--- config.mk ---
export PLATFORM = sky130hd
export DESIGN_NAME = mealy_decoder
export DESIGN_NICKNAME = d
export VERILOG_FILES = /design/src/rtl/mealy_pkg.sv /design/src/rtl/mealy_word_packer.sv /design/src/rtl/mealy_decoder.sv
export SDC_FILE = /design/constraint.sdc
export NUM_CORES = 1
export LEC_CHECK = 0
export CAP_MARGIN = 0
export CORE_UTILIZATION = 44
export CTS_BUF_LIST = sky130_fd_sc_hd__clkbuf_4
export DETAILED_ROUTE_END_ITERATION = 10
export PLACE_DENSITY = 0.66
export SLEW_MARGIN = 25
export SYNTH_ARGS = -nofsm -noshare
export SYNTH_HDL_FRONTEND = slang
export SYNTH_SLANG_ARGS = --single-unit
export TNS_END_PERCENT = 30
--- constraint.sdc ---
create_clock -name clk -period 3.4 [get_ports clk]
set_input_delay 0.51 -clock clk [delete_from_list [all_inputs] [get_ports clk]]
set_output_delay 0.51 -clock clk [all_outputs]
set_load 0.005 [all_outputs]
--- src/rtl/mealy_pkg.sv ---
// Shared definitions for the 4-state Mealy encoder/decoder pair: state encoding,
// per-state symbol codes and the receive-side decode table.
package mealy_pkg;

   typedef enum logic [1:0] {
      S0 = 2'd0,
      S1 = 2'd1,
      S2 = 2'd2,
      S3 = 2'd3
   } state_e;

   // Symbol emitted by the encoder in each state for data bit 1 / data bit 0
   localparam logic [1:0] SYM_S0_IN1 = 2'b00;
   localparam logic [1:0] SYM_S0_IN0 = 2'b10;
   localparam logic [1:0] SYM_S1_IN1 = 2'b01;
   localparam logic [1:0] SYM_S1_IN0 = 2'b00;
   localparam logic [1:0] SYM_S2_IN1 = 2'b10;
   localparam logic [1:0] SYM_S2_IN0 = 2'b01;
   localparam logic [1:0] SYM_S3_IN1 = 2'b11;
   localparam logic [1:0] SYM_S3_IN0 = 2'b00;

   typedef struct packed {
      logic   legal;
      logic   bit_val;
      state_e nxt;
   } dec_t;

   // Inverse of the encoder: recovered bit and next state for a symbol seen in state st
   function automatic dec_t decode(input state_e st, input logic [1:0] sym);
      dec_t d;
      d.legal   = 1'b0;
      d.bit_val = 1'b0;
      d.nxt     = st;
      case (st)
         S0: begin
            if (sym == SYM_S0_IN1)      d = '{legal: 1'b1, bit_val: 1'b1, nxt: S1};
            else if (sym == SYM_S0_IN0) d = '{legal: 1'b1, bit_val: 1'b0, nxt: S1};
         end
         S1: begin
            if (sym == SYM_S1_IN1)      d = '{legal: 1'b1, bit_val: 1'b1, nxt: S2};
            else if (sym == SYM_S1_IN0) d = '{legal: 1'b1, bit_val: 1'b0, nxt: S1};
         end
         S2: begin
            if (sym == SYM_S2_IN1)      d = '{legal: 1'b1, bit_val: 1'b1, nxt: S3};
            else if (sym == SYM_S2_IN0) d = '{legal: 1'b1, bit_val: 1'b0, nxt: S1};
         end
         S3: begin
            if (sym == SYM_S3_IN1)      d = '{legal: 1'b1, bit_val: 1'b1, nxt: S2};
            else if (sym == SYM_S3_IN0) d = '{legal: 1'b1, bit_val: 1'b0, nxt: S3};
         end
         default: ;
      endcase
      return d;
   endfunction

endpackage

--- src/rtl/mealy_word_packer.sv ---
// Packs accepted bits LSB-first into WORD_W-bit words; emits a registered word_valid
// pulse on the edge that accepts the last bit of a word.
module mealy_word_packer #(
   parameter int unsigned WORD_W = 8
) (
   input  logic              clk,
   input  logic              reset,
   input  logic              acc_i,
   input  logic              bit_i,
   input  logic              clear_i,
   output logic [WORD_W-1:0] word_o,
   output logic              word_valid_o
);

   localparam int unsigned CNT_W = $clog2(WORD_W);

   logic [CNT_W-1:0]  cnt_q, cnt_d;
   logic [WORD_W-1:0] part_q, part_d;
   logic [WORD_W-1:0] word_q, word_d;
   logic [WORD_W-1:0] merged_c;
   logic              wv_q, wv_d;

   // Insert the incoming bit at the current fill position; a full word is handed off
   always_comb begin
      cnt_d            = cnt_q;
      part_d           = part_q;
      word_d           = word_q;
      wv_d             = 1'b0;
      merged_c         = part_q;
      merged_c[cnt_q]  = bit_i;
      if (clear_i) begin
         cnt_d  = '0;
         part_d = '0;
      end else if (acc_i) begin
         if (cnt_q == CNT_W'(WORD_W - 1)) begin
            word_d = merged_c;
            wv_d   = 1'b1;
            cnt_d  = '0;
            part_d = '0;
         end else begin
            part_d = merged_c;
            cnt_d  = cnt_q + CNT_W'(1);
         end
      end
   end

   always_ff @(posedge clk) begin
      if (reset) begin
         cnt_q  <= '0;
         part_q <= '0;
         word_q <= '0;
         wv_q   <= 1'b0;
      end else begin
         cnt_q  <= cnt_d;
         part_q <= part_d;
         word_q <= word_d;
         wv_q   <= wv_d;
      end
   end

   assign word_o       = word_q;
   assign word_valid_o = wv_q;

endmodule

--- src/rtl/mealy_decoder.sv ---
// Receive-side Mealy decoder: tracks encoder state, recovers data bits, packs words and
// counts illegal symbols. Define MEALY_DEC_RESYNC_EN to resynchronise to S0 on error.
module mealy_decoder
   import mealy_pkg::*;
#(
   parameter int unsigned WORD_W = 8,
   parameter int unsigned ERR_W  = 8
) (
   input  logic              clk,
   input  logic              reset,
   input  logic [1:0]        sym_in,
   input  logic              sym_valid,
   output logic              bit_out,
   output logic              bit_valid,
   output logic [WORD_W-1:0] word_out,
   output logic              word_valid,
   output logic              sym_err,
   output logic [ERR_W-1:0]  err_cnt,
   output logic [1:0]        estados
);

   state_e           state_q;
   logic             bit_q, bit_valid_q, sym_err_q;
   logic [ERR_W-1:0] err_cnt_q;
   dec_t             dec_c;
   logic             acc_c, bad_c, clear_c;

   always_comb begin
      dec_c = decode(state_q, sym_in);
      acc_c = sym_valid & dec_c.legal;
      bad_c = sym_valid & ~dec_c.legal;
   end

`ifdef MEALY_DEC_RESYNC_EN
   assign clear_c = bad_c;
`else
   assign clear_c = 1'b0;
`endif

   // Decode FSM with registered bit/error pulses; illegal symbols never advance state
   always_ff @(posedge clk) begin
      if (reset) begin
         state_q     <= S0;
         bit_q       <= 1'b0;
         bit_valid_q <= 1'b0;
         sym_err_q   <= 1'b0;
         err_cnt_q   <= '0;
      end else begin
         bit_valid_q <= 1'b0;
         sym_err_q   <= 1'b0;
         if (acc_c) begin
            state_q     <= dec_c.nxt;
            bit_q       <= dec_c.bit_val;
            bit_valid_q <= 1'b1;
         end else if (bad_c) begin
            sym_err_q <= 1'b1;
            if (err_cnt_q != '1) err_cnt_q <= err_cnt_q + ERR_W'(1);
`ifdef MEALY_DEC_RESYNC_EN
            state_q <= S0;
`endif
         end
      end
   end

   mealy_word_packer #(.WORD_W(WORD_W)) u_packer (
      .clk          (clk),
      .reset        (reset),
      .acc_i        (acc_c),
      .bit_i        (dec_c.bit_val),
      .clear_i      (clear_c),
      .word_o       (word_out),
      .word_valid_o (word_valid)
   );

   assign bit_out   = bit_q;
   assign bit_valid = bit_valid_q;
   assign sym_err   = sym_err_q;
   assign err_cnt   = err_cnt_q;
   assign estados   = state_q;

endmodule

# Word-level counts from Yosys, hierarchy flattened
# Index checks and enable logic that the tools add are counted.
[totals] reg_bits=33 out_inout_bits=22 elab_cells=54
[op_classes] add_sub_neg=2 order_cmp=2 n_eq_ne=12 muxes=17 bitwise_logic=4 n_reduce_logical=8
[op_table] op="2-to-1 mux 4 bit" n=8
[op_table] op="one-hot mux 4 bit (4 select lines)" n=1
[op_table] op="inequality test 3 bit (second input constant)" n=4
[op_table] op="adder 8 x 1 -> 8 bit (second input constant)" n=1
[op_table] op="bitwise mux 8 bit" n=1
[op_table] op="equality test 2 bit (second input constant)" n=4
[op_table] op="2-to-1 mux 8 bit" n=1
[op_table] op="inequality test 8 bit (second input constant)" n=1
[op_table] op="AND reduction 5 bit" n=1
[op_table] op="equality test 2 x 1 -> 1 bit (second input constant)" n=2
[op_table] op="zero test 2 bit" n=2
[op_table] op="less-than comparator 3 x 4 -> 1 bit (second input constant)" n=1
[op_table] op="2-to-1 mux 1 bit" n=4
[op_table] op="OR reduction 2 bit" n=2
[op_table] op="adder 3 x 1 -> 3 bit (second input constant)" n=1
[op_table] op="demux 1 bit (select 3 bit)" n=1
[op_table] op="equality test 3 bit (second input constant)" n=1
[op_table] op=">= comparator 3 x 1 -> 1 bit (second input constant)" n=1
[op_table] op="2-to-1 mux 3 bit" n=1
[op_table] op="AND reduction 3 bit" n=1
[op_table] op="AND 1 bit" n=2
[op_table] op="inverter 1 bit" n=2
[op_table] op="AND reduction 2 bit" n=1
[op_table] op="logical AND 1 bit" n=1

# Longest topological paths before layout
# Gate-level depths: netlist of the first run.
[depth] depth_word=7 mapped_depth=7 mapped_depth_nobuf=6

# Hierarchy
# A second synthesis of the first run with hierarchy kept.
[unflattened] hier_cells=184 hier_area_um2=1825.5
[modules_own_cells] module="mealy_word_packer" instances=1 cells_per_inst=93 area_each_um2=968.4 seq_area_each_um2=400.4
[modules_own_cells] module="mealy_decoder" instances=1 cells_per_inst=91 area_each_um2=857.1 seq_area_each_um2=260.2

# Least setup slack after synthesis of the first run
# OpenSTA, ideal clock, no wires.
[synth_timing] path_type="input to register" from="input port sym_in[0]" to="register u_packer.part_q[0]" arrival_time_ns=2.037 required_ns=3.311 slack_ns=1.274 path_stages=7 cell_sequence="inv_1 > ha_1 > a21bo_2 > o32a_4 > or4_1 > buf_6 > o32ai_2"
[synth_between] elab_chain_cells=5 elab_cells_between_ends=16
[synth_lines] element="start: declaration" line="mealy_decoder.sv:11" rtl="input logic [1:0] sym_in,"
[synth_lines] element="equality test 2 bit, or another cell as far along" line="mealy_pkg.sv:48" rtl="if (sym == SYM_S3_IN1) d = '{legal: 1'b1, bit_val: 1'b1, nxt: S2};"
[synth_lines] element="2-to-1 mux 4 bit, or another cell as far along" line="mealy_pkg.sv:48"
[synth_lines] element="one-hot mux 4 bit (4 select lines) (*)" line="mealy_pkg.sv:34" rtl="case (st)"
[synth_lines] element="bitwise mux 8 bit or one-hot mux 4 bit (4 select lines) (tied branches)" line="mealy_word_packer.sv:30, mealy_pkg.sv:34"
[synth_lines] element="2-to-1 mux 8 bit or AND 1 bit (tied branches)" line="mealy_word_packer.sv:35, mealy_decoder.sv:30"
[synth_lines] element="end signal: assignment" line="mealy_word_packer.sv:55" rtl="part_q <= part_d;"
[synth_lines] element="end: declaration" line="mealy_word_packer.sv:18" rtl="logic [WORD_W-1:0] part_q, part_d;"
# Mark *: on every way between the ends. The rest lies on a longest branch, timed or not. The select of a mux whose other input is x is not followed.
# A chain may end at the register's enable or synchronous reset.

# Worst setup path in the final report of the first run
[layout_timing] from="input port sym_in[0]" to="register u_packer.part_q[2]"
# Same word-level chain as after synthesis.

==> flow_summary.yaml, run 1 <==
synthesis:
  syn_avg_cell_area_um2: 9.40
  syn_nets: 203
  synthSimpleGateAreaFrac_pct: 19.0
  ys_seq_elements: 33
  synthCells: 190
  ys_warn_count: 0
  synthMuxAreaShare_pct: 4.76
  syn_area_um2: 1790
  seq_area_frac_synth_pct: 37.0
  synthAdderAreaFrac_pct: 5.60
  synth_compound_area_share_pct: 25.8
  synth_top_family_by_area: "compound AO/OA/AOI/OAI gates"
  synth-xor-area-share_pct: 0
  synth_cell_types: 40
critical_path:
  start_kind: "input pin"
  cp_num_buf_inv: 2
  cp_top_family: "compound AO/OA/AOI/OAI gates"
  crit_chain: "clkdlybuf4s50_1 > inv_1 > ha_1 > a21bo_2 > o32a_4 > or4_1 > o32ai_2"
  r2r_cells: 4
  path_class: "in -> reg"
  path_max_fanout: 9
  worst_setup_path_end_kind: "register"
  cp.required_ns: 3.65
  arrival_ns: 2.88
  cp.depth: 7
  slowest_stage: "or4_1"
  cpPeakStageDelay_ns: 0.68
drt:
  vias: 1524
  vias_per_cell: 5.86
  wl_per_cell_um: 14.6
  antenna_left: 0
  drc: 0
  wirelength_um: 3810
  firstDrtPassIters: 4
  drt-initial-drc-count: 117
floorplan:
  die_area_um2: 4320
  initial_core_util_pct: 47.4
  core-area_um2: 3770
  rows: 22
  ios: 27
  dieWidth_um: 65.7
  fp.dieH_um: 65.7
cts:
  hold_buffers: 0
  cts.sinks: 33
  numCtsBuffers: 5
  cts_root_buf: "clkbuf_4"
  clock_latency_ns: 0.34
  htree_levels: 2
  cts_buffer_depth: 2
  postCtsSetupBuffers: 0
  cts_tree: "done"
  path_clk_slew_ns: 0.10
  post_cts_resized: 0
layout:
  drive_gt1_share_pct: 14.6
  area_growth_syn_to_layout_pct: 19.2
  diodes: 0
  fill_cells: 339
  fin_area_um2: 2130
  layout_commonest_cell: "dfxtp_1"
  final_cell_mix: "dfxtp_1 (33), clkdlybuf4s50_1 (26), a21oi_1 (16)"
  num-nets-final: 224
global_route:
  grt_pass1_vias: 1369
  antenna_found_initial: 0
  use_met1_pct: 25.8
  grt_use_total_pct: 19.9
  grt_max_degree: 37
  met2_usage_pct: 30.5
  grt_pass1_wl_um: 6470
  grt_overflow: 0
  grtUsageMet3_pct: 5.90
  grt-busiest-layer: "met2"
place:
  dp_hpwl_um: 2550
  globalplace.congestion: 0.745
  io_buffers: 26
  dpl-instance-area_um2: 2050
timing:
  slew_violations: 0
  fmax_mhz: 380
  fin_crit_ns: 2.63
  finalSetupTns_ns: 0
  rsz0062_at_grt: "false"
  finalSetupViolCount: 0
  fin_crit_sh_pct: 77.4
  finClkSkew_ns: 0.00902
  relSlewSlack_pct: 59.0
  tightest_slew_ns: 0.616
  final_hold_viol_count: 0
power:
  irDropWorstVdd_mv: 0.200
  power_density_nw_per_um2: 380
  leakage_nw: 0.708
hold_path:
  hold_path_class: "reg -> reg"
  holdPathStages: 2
run:
  drv_cap: 0
outcome:
  status: "finished clean"
## worst register-to-register path, stage by stage (launching register included)
cell,delay (ns)
dfxtp_1,0.42
ha_1,0.24
ha_1,0.40
or4_1,0.87
o32ai_2,0.21
## cells by family after synthesis
kind of cell	after synthesis
buffers and inverters	29
AOI/OAI and AO/OA	55
and+or+nand+nor	58
muxes	7
DFF	33
adders and majority gates	8
## Yosys cell counts (all sizes together)
library cell | number | area (um2)
mux4 | 1 | 22.5
mux2 | 2 | 22.5
nand4 | 3 | 18.8
nor3b | 4 | 30.0
clkbuf | 7 | 26.3
o32a | 1 | 22.5
nor4 | 2 | 12.5
nor3 | 8 | 50.1
or4 | 5 | 37.5
or3 | 1 | 6.26
and3b | 2 | 17.5
nand2 | 6 | 22.5
or3b | 1 | 8.76
nand3 | 7 | 35.0
o21ai | 5 | 25.0
nor4b | 1 | 8.76
a41o | 1 | 10.0
nor2b | 4 | 32.5
buf | 10 | 67.6
mux2i | 4 | 40.0
dfxtp | 33 | 661
nor2 | 12 | 47.6
inv | 11 | 41.3
a41oi | 1 | 8.76
o31ai | 3 | 22.5
clkinv | 1 | 3.75
a21oi | 16 | 80.1
a311oi | 9 | 78.8
a31oi | 8 | 50.1
ha | 8 | 100
nand2b | 2 | 12.5
o32ai | 9 | 146
a211oi | 1 | 7.51
a21bo | 1 | 10.0
## metal layers
metal	vias up	part of all wire (%)
li1	765	-
met1	710	47
met2	42	47
met3	7	4.8
met4	0	1.4
met5	-	0
## cell type report
cell class,instances,area (um2),area share (%)
clock inverters,2,33.8,1.59
multi-input cells,128,987,46.4
flip-flops and latches,33,661,31.0
inverters,12,45.0,2.12
clock buffers,6,45.0,2.12
repair buffers,31,298,14.0
well taps,48,60.1,2.82
## sequential cells by signal, summed over array words and instances (netlist names)
register / cells
bit_out: 1
bit_valid: 1
err_cnt: 8
estados: 2
sym_err: 1
u_packer.cnt_q: 3
u_packer.part_q: 8
u_packer.word_o: 8
u_packer.word_valid_o: 1
## path summary, 6_finish.rpt
path	startpoint	to	slack (ns)
hold / removal	bit_out$_SDFFE_PP0P_	bit_out$_SDFFE_PP0P_	0.49
setup / recovery	sym_in[0]	u_packer.part_q[2]$_SDFFE_PP0P_	0.77
setup reg to reg	u_packer.cnt_q[0]$_SDFFE_PP0P_	u_packer.part_q[2]$_SDFFE_PP0P_	1.18
hold reg to reg	bit_out$_SDFFE_PP0P_	bit_out$_SDFFE_PP0P_	0.49
## metrics by stage
| step | hold slack [ns] | utilization, % | setup WS [ns] | cells | total power, mW |
|---|---|---|---|---|---|
| after floorplan | 0.470 | - | 1.27 | 190 | 0.490 |
| after global placement | 0.478 | 54.4 | 0.483 | 252 | 0.519 |
| after detailed placement | 0.480 | 54.4 | 0.410 | 252 | 0.523 |
| after CTS | 0.495 | 56.5 | 0.767 | 260 | 0.816 |
| after global routing | 0.518 | 56.5 | 0.685 | 260 | 0.846 |
| final | 0.494 | 56.5 | 0.768 | 260 | 0.810 |
## where the power goes
group / internal [mW] / switching [mW] / total, mW / leakage, nW
clock: 0.161 / 0.134 / 0.295 / 0.0433
sequential: 0.394 / 0.0105 / 0.404 / 0.267
combinational: 0.0470 / 0.0635 / 0.110 / 0.398
total: 0.602 / 0.208 / 0.810 / 0.708
No activity file was read; power rests on OpenSTA's default activity.
==> run 2: changes to the inputs <==
Settings changed: PLACE_DENSITY 0.66 to 0.69.
Clock period 3.4 ns to 2.4 ns, I/O delays scaled along.
==> flow_summary.yaml, run 2 (same netlist as run 1, synthesis figures left out) <==
power:
  pwr-share-clk_pct: 28.3
  irDropWorstVdd_mv: 0.264
  pwr-share-seq_pct: 54.5
  p_int_uw: 760
  total_power_mw: 1.05
  power_density_nw_per_um2: 478
  leakage_nw: 0.758
  combPwrFrac_pct: 17.2
  p_sw_uw: 291
  swShare_pct: 27.7
drt:
  antenna_left: 0
  wirelength_um: 3940
  firstDrtPassIters: 4
  drc: 0
  drt-initial-drc-count: 59
  vias: 1549
  wl_per_cell_um: 14.5
  vias_per_cell: 5.69
timing:
  fmax_mhz: 444
  finalSetupViolCount: 0
  relSlewSlack_pct: 71.3
  finClkSkew_ns: 0.0107
  rsz0062_at_grt: "false"
  fin_crit_ns: 2.25
  tightest_slew_ns: 0.429
  slew_violations: 0
  final_hold_viol_count: 0
  fin_crit_sh_pct: 93.8
floorplan:
  initial_core_util_pct: 47.4
  die_area_um2: 4320
  ios: 27
  dieWidth_um: 65.7
  rows: 22
  core-area_um2: 3770
  fp.dieH_um: 65.7
critical_path:
  cp.required_ns: 2.64
  arrival_ns: 2.49
  worst_setup_path_end_kind: "register"
  path_max_fanout: 10
  regToRegSetupSlack_ns: 0.46
  path_class: "in -> reg"
  start_kind: "input pin"
layout:
  final_util_pct: 58.3
  drive_gt1_share_pct: 19.2
  diodes: 0
  final_cell_mix: "dfxtp_1 (33), clkdlybuf4s50_1 (26), buf_4 (18)"
  area_growth_syn_to_layout_pct: 23.0
  num-nets-final: 237
  layout_commonest_cell: "dfxtp_1"
cts:
  post_cts_resized: 0
  cts_buffer_depth: 2
  path_clk_slew_ns: 0.09
  cts_root_buf: "clkbuf_4"
  numCtsBuffers: 5
  hold_buffers: 0
  cts.sinks: 33
  clock_latency_ns: 0.34
  htree_levels: 2
  cts_tree: "done"
  postCtsSetupBuffers: 0
hold_path:
  hold_path_class: "reg -> reg"
place:
  io_buffers: 26
  globalplace.congestion: 0.776
  dp_hpwl_um: 2790
global_route:
  grt_max_degree: 37
  grt_use_total_pct: 21.2
  grt_pass1_vias: 1600
  grt_overflow: 0
  antenna_found_initial: 0
  grt_pass1_wl_um: 7010
run:
  drv_cap: 0
outcome:
  status: "finished clean"
[run 2: changes by cell type in the layout (fill, tap and decap cells not counted)]
cell       change
buf_4         +13
bufinv_16      -1
[run 2: layer usage]
| metal | wire length (um) | vias up | global-route usage [%] | share of wire (%) |
|---|---|---|---|---|
| met5 | 0 | - | 0 | 0 |
| met4 | 55 | 0 | 8.97 | 1.4 |
| met3 | 133 | 6 | 3.30 | 3.4 |
| met2 | 1940 | 34 | 37.6 | 49 |
| met1 | 1820 | 727 | 24.7 | 46 |
| li1 | - | 782 | - | - |
[run 2: final timing paths]
| check | end | start | depth (start not counted) |
|---|---|---|---|
| max | u_packer.word_o[6]$_SDFFE_PP0P_ | sym_in[0] | 9 |
| min | bit_out$_SDFFE_PP0P_ | bit_out$_SDFFE_PP0P_ | 2 |
| max reg2reg | u_packer.word_o[6]$_SDFFE_PP0P_ | estados[1]$_SDFFE_PP0P_ | 6 |
| min reg2reg | bit_out$_SDFFE_PP0P_ | bit_out$_SDFFE_PP0P_ | 2 |
[run 2: through the flow]
stage	hold slack (ns)	area [um2]	TNS (ns)	setup slack, ns	instances
finish	0.488	2200	0	0.148	272
global route	0.520	2200	0	0.00511	272
CTS	0.494	2200	0	0.154	272
detailed placement	0.482	2150	-2.86	-0.189	265
global placement	0.464	2150	-1.32	-0.116	265
floorplan	0.470	1790	0	0.424	190
[run 2: worst max-delay path, cell delays in order]
cell,delay [ns]
clkdlybuf4s50_1,0.48
inv_1,0.08
ha_1,0.38
a21bo_2,0.27
o32ai_2,0.21
buf_4,0.24
buf_4,0.15
a31oi_1,0.08
a311oi_1,0.24
[run 2: cell type report]
class	instances	area, um2
Tap cell	48	60.1
Clock inverter	1	3.75
Multi-Input combinational cell	128	987
Inverter	12	45.0
Sequential cell	33	661
Fill cell	345	1570
Timing Repair Buffer	44	395
Clock buffer	6	45.0
[run 2: power by group through the flow]
stage                     Combinational (mW)  Clock (mW)  Sequential [mW]
after global placement                 0.173           0            0.585
final                                  0.180       0.297            0.573
after detailed placement               0.180           0            0.585
after CTS                              0.181       0.303            0.572
after global routing                   0.197       0.321            0.575
after floorplan                        0.117           0            0.577
==> run 3: changes to the inputs <==
Settings changed: MAX_ROUTING_LAYER from default to met4.
==> flow_summary.yaml, run 3 (same netlist as run 1, synthesis figures left out) <==
global_route:
  grt_pass1_wl_um: 7020
  grt_overflow: 0
  grt_max_degree: 37
  grt_use_total_pct: 21.9
  antenna_found_initial: 0
  grt_pass1_vias: 1597
timing:
  finClkSkew_ns: 0.0107
  finalSetupTns_ns: 0
  fmax_mhz: 444
  finalSetupViolCount: 0
  whs_ns: 0.487
  relSlewSlack_pct: 71.3
  slew_violations: 0
  fin_crit_ns: 2.25
  worst_slack_ns: 0.148
  rsz0062_at_grt: "false"
  tightest_slew_ns: 0.429
  fin_crit_sh_pct: 93.8
  final_hold_viol_count: 0
cts:
  clock_latency_ns: 0.34
  cts_root_buf: "clkbuf_4"
  cts_buffer_depth: 2
  htree_levels: 2
  postCtsSetupBuffers: 0
  path_clk_slew_ns: 0.09
  cts_tree: "done"
  cts.sinks: 33
  numCtsBuffers: 5
  post_cts_resized: 0
  hold_buffers: 0
critical_path:
  path_class: "in -> reg"
  path_max_fanout: 10
  arrival_ns: 2.50
  worst_setup_path_end_kind: "register"
  r2r_cells: 6
  start_kind: "input pin"
  cp.required_ns: 2.64
drt:
  firstDrtPassIters: 4
  vias_per_cell: 5.67
  antenna_left: 0
  wl_per_cell_um: 14.5
  vias: 1543
  drc: 0
  wirelength_um: 3940
  drt-initial-drc-count: 51
floorplan:
  die_area_um2: 4320
  ios: 27
  core-area_um2: 3770
  fp.dieH_um: 65.7
  rows: 22
  initial_core_util_pct: 47.4
  dieWidth_um: 65.7
power:
  leakage_nw: 0.758
  irDropWorstVdd_mv: 0.264
  power_density_nw_per_um2: 478
place:
  io_buffers: 26
  dp_slack_ns: -0.189
  globalplace.congestion: 0.786
  dp_hpwl_um: 2790
layout:
  final_cell_mix: "dfxtp_1 (33), clkdlybuf4s50_1 (26), buf_4 (18)"
  layout_commonest_cell: "dfxtp_1"
  area_growth_syn_to_layout_pct: 23.0
  drive_gt1_share_pct: 19.2
  num-nets-final: 237
  diodes: 0
hold_path:
  holdPathStages: 2
  hold_path_class: "reg -> reg"
outcome:
  status: "finished clean"
run:
  drv_cap: 0
## run 3: path summary, 6_finish.rpt
kind,from,to,slack (ns)
max,sym_in[0],u_packer.word_o[6]$_SDFFE_PP0P_,0.15
min,bit_out$_SDFFE_PP0P_,bit_out$_SDFFE_PP0P_,0.49
max reg2reg,estados[1]$_SDFFE_PP0P_,u_packer.word_o[6]$_SDFFE_PP0P_,0.46
min reg2reg,bit_out$_SDFFE_PP0P_,bit_out$_SDFFE_PP0P_,0.49
## run 3: per-stage QoR
step                instances  utilization, %  power [mW]  cell area, um2
finish                    272            58.3        1.05            2200
global route              272            58.3        1.10            2200
CTS                       272            58.3        1.06            2200
detailed placement        265            57.0       0.765            2150
global placement          265            57.0       0.758            2150
floorplan                 190               -       0.694            1790
## run 3: power by group
part           internal, mW  switching, mW  total (mW)  leakage (nW)
sequential            0.558         0.0148       0.573         0.267
clock                 0.118          0.180       0.298        0.0292
combinational        0.0846         0.0960       0.181         0.462
## run 3: layer usage
metal	part of all wire [%]	track usage, %	vias up
met5	0	-	-
met4	1.9	8.97	0
met3	2.6	3.65	8
met2	49	37.6	29
met1	47	24.9	723
li1	-	-	783
## run 3: critical path, cell delays in order
cell and delay, ns:
clkdlybuf4s50_1 0.48, inv_1 0.08, ha_1 0.38, a21bo_2 0.27
o32ai_2 0.21, buf_4 0.24, buf_4 0.15, a31oi_1 0.08
a311oi_1 0.24
## run 3: final cells by class
class	instances	area, um2
Fill cell	345	1570
Multi-Input combinational cell	128	987
Sequential cell	33	661
Timing Repair Buffer	44	395
Tap cell	48	60.1
Clock buffer	6	45.0
Inverter	12	45.0
Clock inverter	1	3.75
